==> config.mk <==
export PLATFORM = sky130hd
export DESIGN_NAME = fetch_queue
export DESIGN_NICKNAME = d
export VERILOG_FILES = /design/src/rtl/fetch_queue.sv
export SDC_FILE = /design/constraint.sdc
export NUM_CORES = 1
export LEC_CHECK = 0
export BUFFER_PORTS_ARGS = -buffer_cell sky130_fd_sc_hd__buf_2
export CAP_MARGIN = 20
export CELL_PAD_IN_SITES_DETAIL_PLACEMENT = 1
export CELL_PAD_IN_SITES_GLOBAL_PLACEMENT = 1
export CORE_AREA = 10 10 163 165
export DETAILED_ROUTE_END_ITERATION = 12
export DIE_AREA = 0 0 173 175
export GPL_TIMING_DRIVEN = 0
export PLACE_DENSITY_LB_ADDON = 0.1
export SYNTH_ARGS = -nofsm -noshare
export SYNTH_HDL_FRONTEND = slang
export SYNTH_SLANG_ARGS = --single-unit
==> constraint.sdc <==
create_clock -name clock -period 8.1 [get_ports clock]
set_input_delay 1.215 -clock clock [delete_from_list [all_inputs] [get_ports clock]]
set_output_delay 1.215 -clock clock [all_outputs]
set_load 0.005 [all_outputs]
==> src/rtl/fetch_queue.sv <==
// Instruction-fetch front end: issues word reads, byte-swaps the returned words and
// queues them with their PCs for decode, under redirect and flush control.
module fetch_queue #(
  parameter int unsigned PC_WIDTH     = 20,
  parameter int unsigned WORD_WIDTH   = 16,
  parameter int unsigned DEPTH        = 4,
  parameter int unsigned OFFSET_WIDTH = 9,
  parameter logic [PC_WIDTH-1:0] RESET_PC = '0
) (
  input  logic                    clock,
  input  logic                    reset,
  output logic [PC_WIDTH-1:0]     imem_addr,
  output logic                    imem_req,
  input  logic [WORD_WIDTH-1:0]   imem_rdata,
  input  logic                    redirect_valid,
  input  logic                    redirect_mode,
  input  logic [PC_WIDTH-1:0]     redirect_base,
  input  logic [OFFSET_WIDTH-1:0] redirect_offset,
  input  logic [PC_WIDTH-1:0]     redirect_target,
  input  logic                    flush,
  output logic                    out_valid,
  output logic                    out_ext_valid,
  output logic [2*WORD_WIDTH-1:0] out_instr,
  output logic [PC_WIDTH-1:0]     out_pc,
  input  logic [1:0]              out_pop
);

  localparam int unsigned PtrW     = $clog2(DEPTH);
  localparam int unsigned CntW     = PtrW + 1;
  localparam int              NumBytes = WORD_WIDTH / 8;

  logic [PC_WIDTH-1:0]   fetch_pc_q, fetch_pc_d;
  logic [PtrW-1:0]       rd_ptr_q, rd_ptr_d;
  logic [PtrW-1:0]       wr_ptr_q, wr_ptr_d;
  logic [CntW-1:0]       count_q, count_d;
  logic                  inflight_q, inflight_d;
  logic [PC_WIDTH-1:0]   inflight_pc_q, inflight_pc_d;
  logic                  inflight_epoch_q, inflight_epoch_d;
  logic                  epoch_q, epoch_d;

  logic [WORD_WIDTH-1:0] data_q [DEPTH];
  logic [PC_WIDTH-1:0]   pc_q   [DEPTH];

  logic                  credit;
  logic                  issue;
  logic                  steer;
  logic                  push;
  logic                  wr_en;
  logic [WORD_WIDTH-1:0] swapped;
  logic [CntW-1:0]       pop_req;
  logic [CntW-1:0]       pop_eff;
  logic [PC_WIDTH-1:0]   rel_target;
  logic [PC_WIDTH-1:0]   steer_target;
  logic [PtrW-1:0]       rd_ptr_next;

  // Issue credit counts the in-flight word so a response always finds a free slot.
  always_comb begin
    credit    = (int'(count_q) + int'(inflight_q)) < int'(DEPTH);
    steer     = redirect_valid || flush;
    issue     = credit && !steer && !reset;
    imem_req  = issue;
    imem_addr = fetch_pc_q;
  end

  always_comb begin
    swapped = '0;
    for (int k = 0; k < NumBytes; k++) begin
      swapped[8*(NumBytes-1-k) +: 8] = imem_rdata[8*k +: 8];
    end
  end

  // Relative targets subtract one to match the existing AAP branch encoding.
  always_comb begin
    rel_target = redirect_base
               + {{(PC_WIDTH-OFFSET_WIDTH){redirect_offset[OFFSET_WIDTH-1]}}, redirect_offset}
               - PC_WIDTH'(1);
    if (redirect_valid) begin
      steer_target = redirect_mode ? redirect_target : rel_target;
    end else if (count_q != '0) begin
      steer_target = pc_q[rd_ptr_q];
    end else if (inflight_q) begin
      steer_target = inflight_pc_q;
    end else begin
      steer_target = fetch_pc_q;
    end
  end

  always_comb begin
    push    = inflight_q && (inflight_epoch_q == epoch_q);
    pop_req = CntW'(out_pop);
    pop_eff = (pop_req > count_q) ? count_q : pop_req;
  end

  always_comb begin
    fetch_pc_d       = fetch_pc_q;
    rd_ptr_d         = rd_ptr_q;
    wr_ptr_d         = wr_ptr_q;
    count_d          = count_q;
    inflight_d       = 1'b0;
    inflight_pc_d    = inflight_pc_q;
    inflight_epoch_d = inflight_epoch_q;
    epoch_d          = epoch_q;
    wr_en            = 1'b0;

    if (steer) begin
      fetch_pc_d = steer_target;
      rd_ptr_d   = wr_ptr_q;
      count_d    = '0;
      epoch_d    = ~epoch_q;
    end else begin
      if (issue) begin
        fetch_pc_d       = fetch_pc_q + PC_WIDTH'(1);
        inflight_d       = 1'b1;
        inflight_pc_d    = fetch_pc_q;
        inflight_epoch_d = epoch_q;
      end
      if (push && !reset) begin
        wr_en    = 1'b1;
        wr_ptr_d = wr_ptr_q + PtrW'(1);
      end
      // Truncation to the pointer width is the intended modulo-DEPTH wrap.
      rd_ptr_d = rd_ptr_q + PtrW'(pop_eff);
      count_d  = count_q - pop_eff + CntW'(push);
    end
  end

  always_ff @(posedge clock) begin
    if (reset) begin
      fetch_pc_q       <= RESET_PC;
      rd_ptr_q         <= '0;
      wr_ptr_q         <= '0;
      count_q          <= '0;
      inflight_q       <= 1'b0;
      inflight_pc_q    <= '0;
      inflight_epoch_q <= 1'b0;
      epoch_q          <= 1'b0;
    end else begin
      fetch_pc_q       <= fetch_pc_d;
      rd_ptr_q         <= rd_ptr_d;
      wr_ptr_q         <= wr_ptr_d;
      count_q          <= count_d;
      inflight_q       <= inflight_d;
      inflight_pc_q    <= inflight_pc_d;
      inflight_epoch_q <= inflight_epoch_d;
      epoch_q          <= epoch_d;
    end
  end

  always_ff @(posedge clock) begin
    if (wr_en) begin
      data_q[wr_ptr_q] <= swapped;
      pc_q[wr_ptr_q]   <= inflight_pc_q;
    end
  end

  always_comb begin
    rd_ptr_next   = rd_ptr_q + PtrW'(1);
    out_valid     = count_q != '0;
    out_ext_valid = count_q >= CntW'(2);
    out_instr     = '0;
    out_pc        = '0;
    if (out_valid) begin
      out_instr[2*WORD_WIDTH-1:WORD_WIDTH] = data_q[rd_ptr_q];
      out_pc                               = pc_q[rd_ptr_q];
    end
    if (out_ext_valid) begin
      out_instr[WORD_WIDTH-1:0] = data_q[rd_ptr_next];
    end
  end

  pop_in_range: assert property (@(posedge clock) disable iff (reset || redirect_valid || flush)
                                 (CntW'(out_pop) <= count_q));

endmodule

==> impl_metrics.py <==
metrics = {
    "outcome": {
        "status": "finished, final reports clean",
    },
    "synth": {
        "async_reset_ff_share_pct": 0,
        "ys_seq_area_share_pct": 51.6,
        "ys.flop_type": "edfxtp_1",
        "synth_edf_count": 144,
        "syn-cell-area_um2": 10300,
        "ys_warn_count": 0,
        "avgSynthCellArea_um2": 11.8,
        "netlist_instances": 875,
        "ys_seq_elements": 194,
        "synth.distinct_cells": 69,
        "syn_nets": 997,
    },
    "placement": {
        "dp_slack_ns": 3.88,
        "place_congestion": 0.801,
        "hpwl_mm": 22.4,
        "io_buffers": 146,
    },
    "sta": {
        "fmax_mhz": 236,
        "setup_viol_count_final": 0,
        "rsz0062_at_grt": "false",
        "hold_slack_ns": 0.502,
        "final_hold_viol_count": 0,
        "tns_ns": 0,
        "fin_crit_sh_pct": 52.2,
        "slew_viol_final": 0,
        "slew_headroom_pct": 48.4,
        "min_period_ns": 4.23,
        "finClkSkew_ns": 0.00919,
        "worst_slack_ns": 3.87,
        "worst_pin_slew_ns": 0.774,
    },
    "clock_tree": {
        "post_cts_resized": 0,
        "h-tree-depth": 4,
        "postCtsSetupRepairBufs": 0,
        "cts_buffer_depth": 2,
        "clk_pin_slew_worst_paths_ns": 0.08,
        "cts_tree": "yes",
        "clk_latency_ns": 0.43,
        "clockRootBuffer": "clkbuf_16",
        "cts_sinks": 194,
        "cts_buffers": 17,
        "holdBufCountCts": 0,
    },
    "critical_path": {
        "reg2reg_to": "count_q[2]$_SDFF_PP0_",
        "cp-start-kind": "input pin",
        "criticalPathCategory": "in2out",
        "slowest_delay_ns": 0.37,
        "path_cells": "buf_2, buf_2, or2_1, buf_2, or3_1, buf_2, inv_2, buf_2, buf_2",
        "r2r_slack_ns": 5.23,
        "endpoint_kind": "primary output",
        "cp.required_ns": 6.88,
        "arrival_ns": 3.02,
        "cpMostUsedCell": "buf_2",
        "critPathMaxFanout": 10,
        "worstReg2RegStart": "count_q[1]$_SDFF_PP0_",
        "reg2reg_depth": 10,
        "slowest_stage": "or3_1",
    },
    "routing": {
        "routed_wl_mm": 28.8,
        "vias_per_cell": 5.42,
        "drcViolationCount": 0,
        "first_iter_violations": 398,
        "vias": 7461,
        "dr.pass1.iters": 5,
        "ant_nets": 0,
        "avgRoutedWirePerCell_um": 20.9,
    },
    "global_routing": {
        "grt_pass1_vias": 7889,
        "grt_max_degree": 27,
        "antenna_found_initial": 0,
        "grt_pass1_wl_mm": 45.5,
        "track_usage_pct": 19.0,
        "grt_overflow_total": 0,
    },
    "final_layout": {
        "layout-drive-gt1-share_pct": 25.9,
        "syn2layout_area_growth_pct": 17.2,
        "fin_nets": 1166,
        "num_antenna_cells": 0,
    },
    "min_path": {
        "hold_depth": 2,
        "min_to": "inflight_epoch_q$_SDFFE_PP0P_",
        "min-delay-start": "inflight_epoch_q$_SDFFE_PP0P_",
        "hold_class": "reg2reg",
    },
    "flow_run": {
        "maxCapViolations": 0,
    },
    "floorplan": {
        "std_cell_rows": 56,
        "start_util_pct": 44.4,
        "core_um2": 23300,
        "die_h_um": 175,
        "io_pins": 147,
        "die_area_um2": 30300,
        "die_x_um": 173,
    },
    "power": {
        "p_per_area_nw_per_um2": 187,
        "ir_worst_vdd_mv": 0.154,
        "leakagePower_nw": 4.67,
    },
}
## power breakdown
| group | internal [mW] | leakage [nW] | switching (mW) | total (mW) |
|---|---|---|---|---|
| clock network | 0.401 | 0.254 | 0.389 | 0.789 |
| registers | 1.08 | 1.72 | 0.0260 | 1.10 |
| logic | 0.158 | 2.70 | 0.215 | 0.373 |
## flip-flops by register name, indices dropped and copies added (netlist names)
name,flops
epoch_q,1
count_q,3
inflight_epoch_q,1
wr_ptr_q,2
pc_q,80
inflight_pc_q,20
inflight_q,1
data_q,64
rd_ptr_q,2
imem_addr,20
## routing by layer
layer,vias to the layer above,GRT usage [%],share of wire (%)
li1,3578,-,-
met1,3686,22.7,43
met2,179,33.9,52
met3,18,4.20,4.6
met4,0,4.92,1.2
met5,-,0,0
## Yosys cell counts (all sizes together), types with 4 or more instances
library cell | n | area share, %
edfxtp | 144 | 42
inv | 81 | 2.9
nand2 | 77 | 2.8
a21oi | 66 | 3.2
mux4 | 52 | 11
dfxtp | 50 | 9.7
ha | 48 | 5.8
and2 | 41 | 2.5
nor2 | 37 | 1.3
o21ai | 30 | 1.5
buf | 25 | 1.4
clkbuf | 23 | 0.86
nor3 | 23 | 1.1
nor2b | 19 | 1.2
a211oi | 17 | 1.3
nand3 | 15 | 0.73
xnor2 | 13 | 1.1
xor2 | 11 | 0.93
a21o | 9 | 0.67
nand2b | 8 | 0.49
o22ai | 8 | 0.49
a31oi | 5 | 0.30
and3 | 5 | 0.33
nand4 | 5 | 0.30
o211ai | 5 | 0.36
and4 | 4 | 0.34
mux2i | 4 | 0.39
o32ai | 4 | 0.34
## worst max-delay path, delay by kind of cell
family	cells	cell delay (ns)
buffers and inverters	7	1.18
and+or+nand+nor	2	0.61
## worst max-delay path by stage
stage	cells after the start	startpoint	endpoint
floorplan	12	redirect_offset[8]	imem_addr[18]$_SDFFE_PP0P_
global placement	6	flush	data_q[2][10]$_DFFE_PP_
detailed placement	9	flush	imem_req
CTS	9	flush	imem_req
global route	9	flush	imem_req
finish	9	flush	imem_req
## cell families after synthesis
family,after synthesis,synth area share (%)
AND/OR/NAND/NOR,245,11.9
flip-flops,194,51.6
AO/OA/AOI/OAI,176,11.2
buffers and inverters,129,5.24
multiplexers,57,11.8
adder cells (fa/ha/maj),50,6.21
XOR/XNOR,24,2.04
## cell usage in the layout, fill, tap and decap left out, types with 8 or more instances in the layout
master     Yosys  layout
o22ai_1        8       8
nand3_1       15      15
and2_1        41      37
edfxtp_1     144     144
mux4_2        52      52
dfxtp_1       50      50
nand2b_1       8       8
clkbuf_1      21      21
buf_2         16     162
o21ai_0       24      24
a21oi_1       66      66
nor2b_1       19      19
nor3_1        23      23
nand2_1       77      77
clkbuf_16      0      17
xnor2_1       13      13
ha_1          48      48
a21o_1         8       8
inv_1         80      80
a211oi_1      16      16
nor2_1        37      37
xor2_1        11      11
## layout make-up
type                       instances  area [um2]
fill                            2542       11200
sequential                       194        5330
multi-input combinational        552        4460
timing repair buffer             150         818
clock buffer                      17         425
tap                              319         399
inverter                          81         304
buffer                            48         236
clock inverter                    15         125
## through the flow
stage,util [%],instances,instance area [um2],power [mW]
2_1_floorplan,-,875,10300,1.36
3_3_place_gp,49.2,1340,11400,1.50
3_5_place_dp,49.6,1344,11500,1.50
4_1_cts,52.0,1376,12100,2.28
5_1_grt,52.0,1376,12100,2.37
6_report,52.0,1376,12100,2.27
No activity file was read; power rests on OpenSTA's default activity.
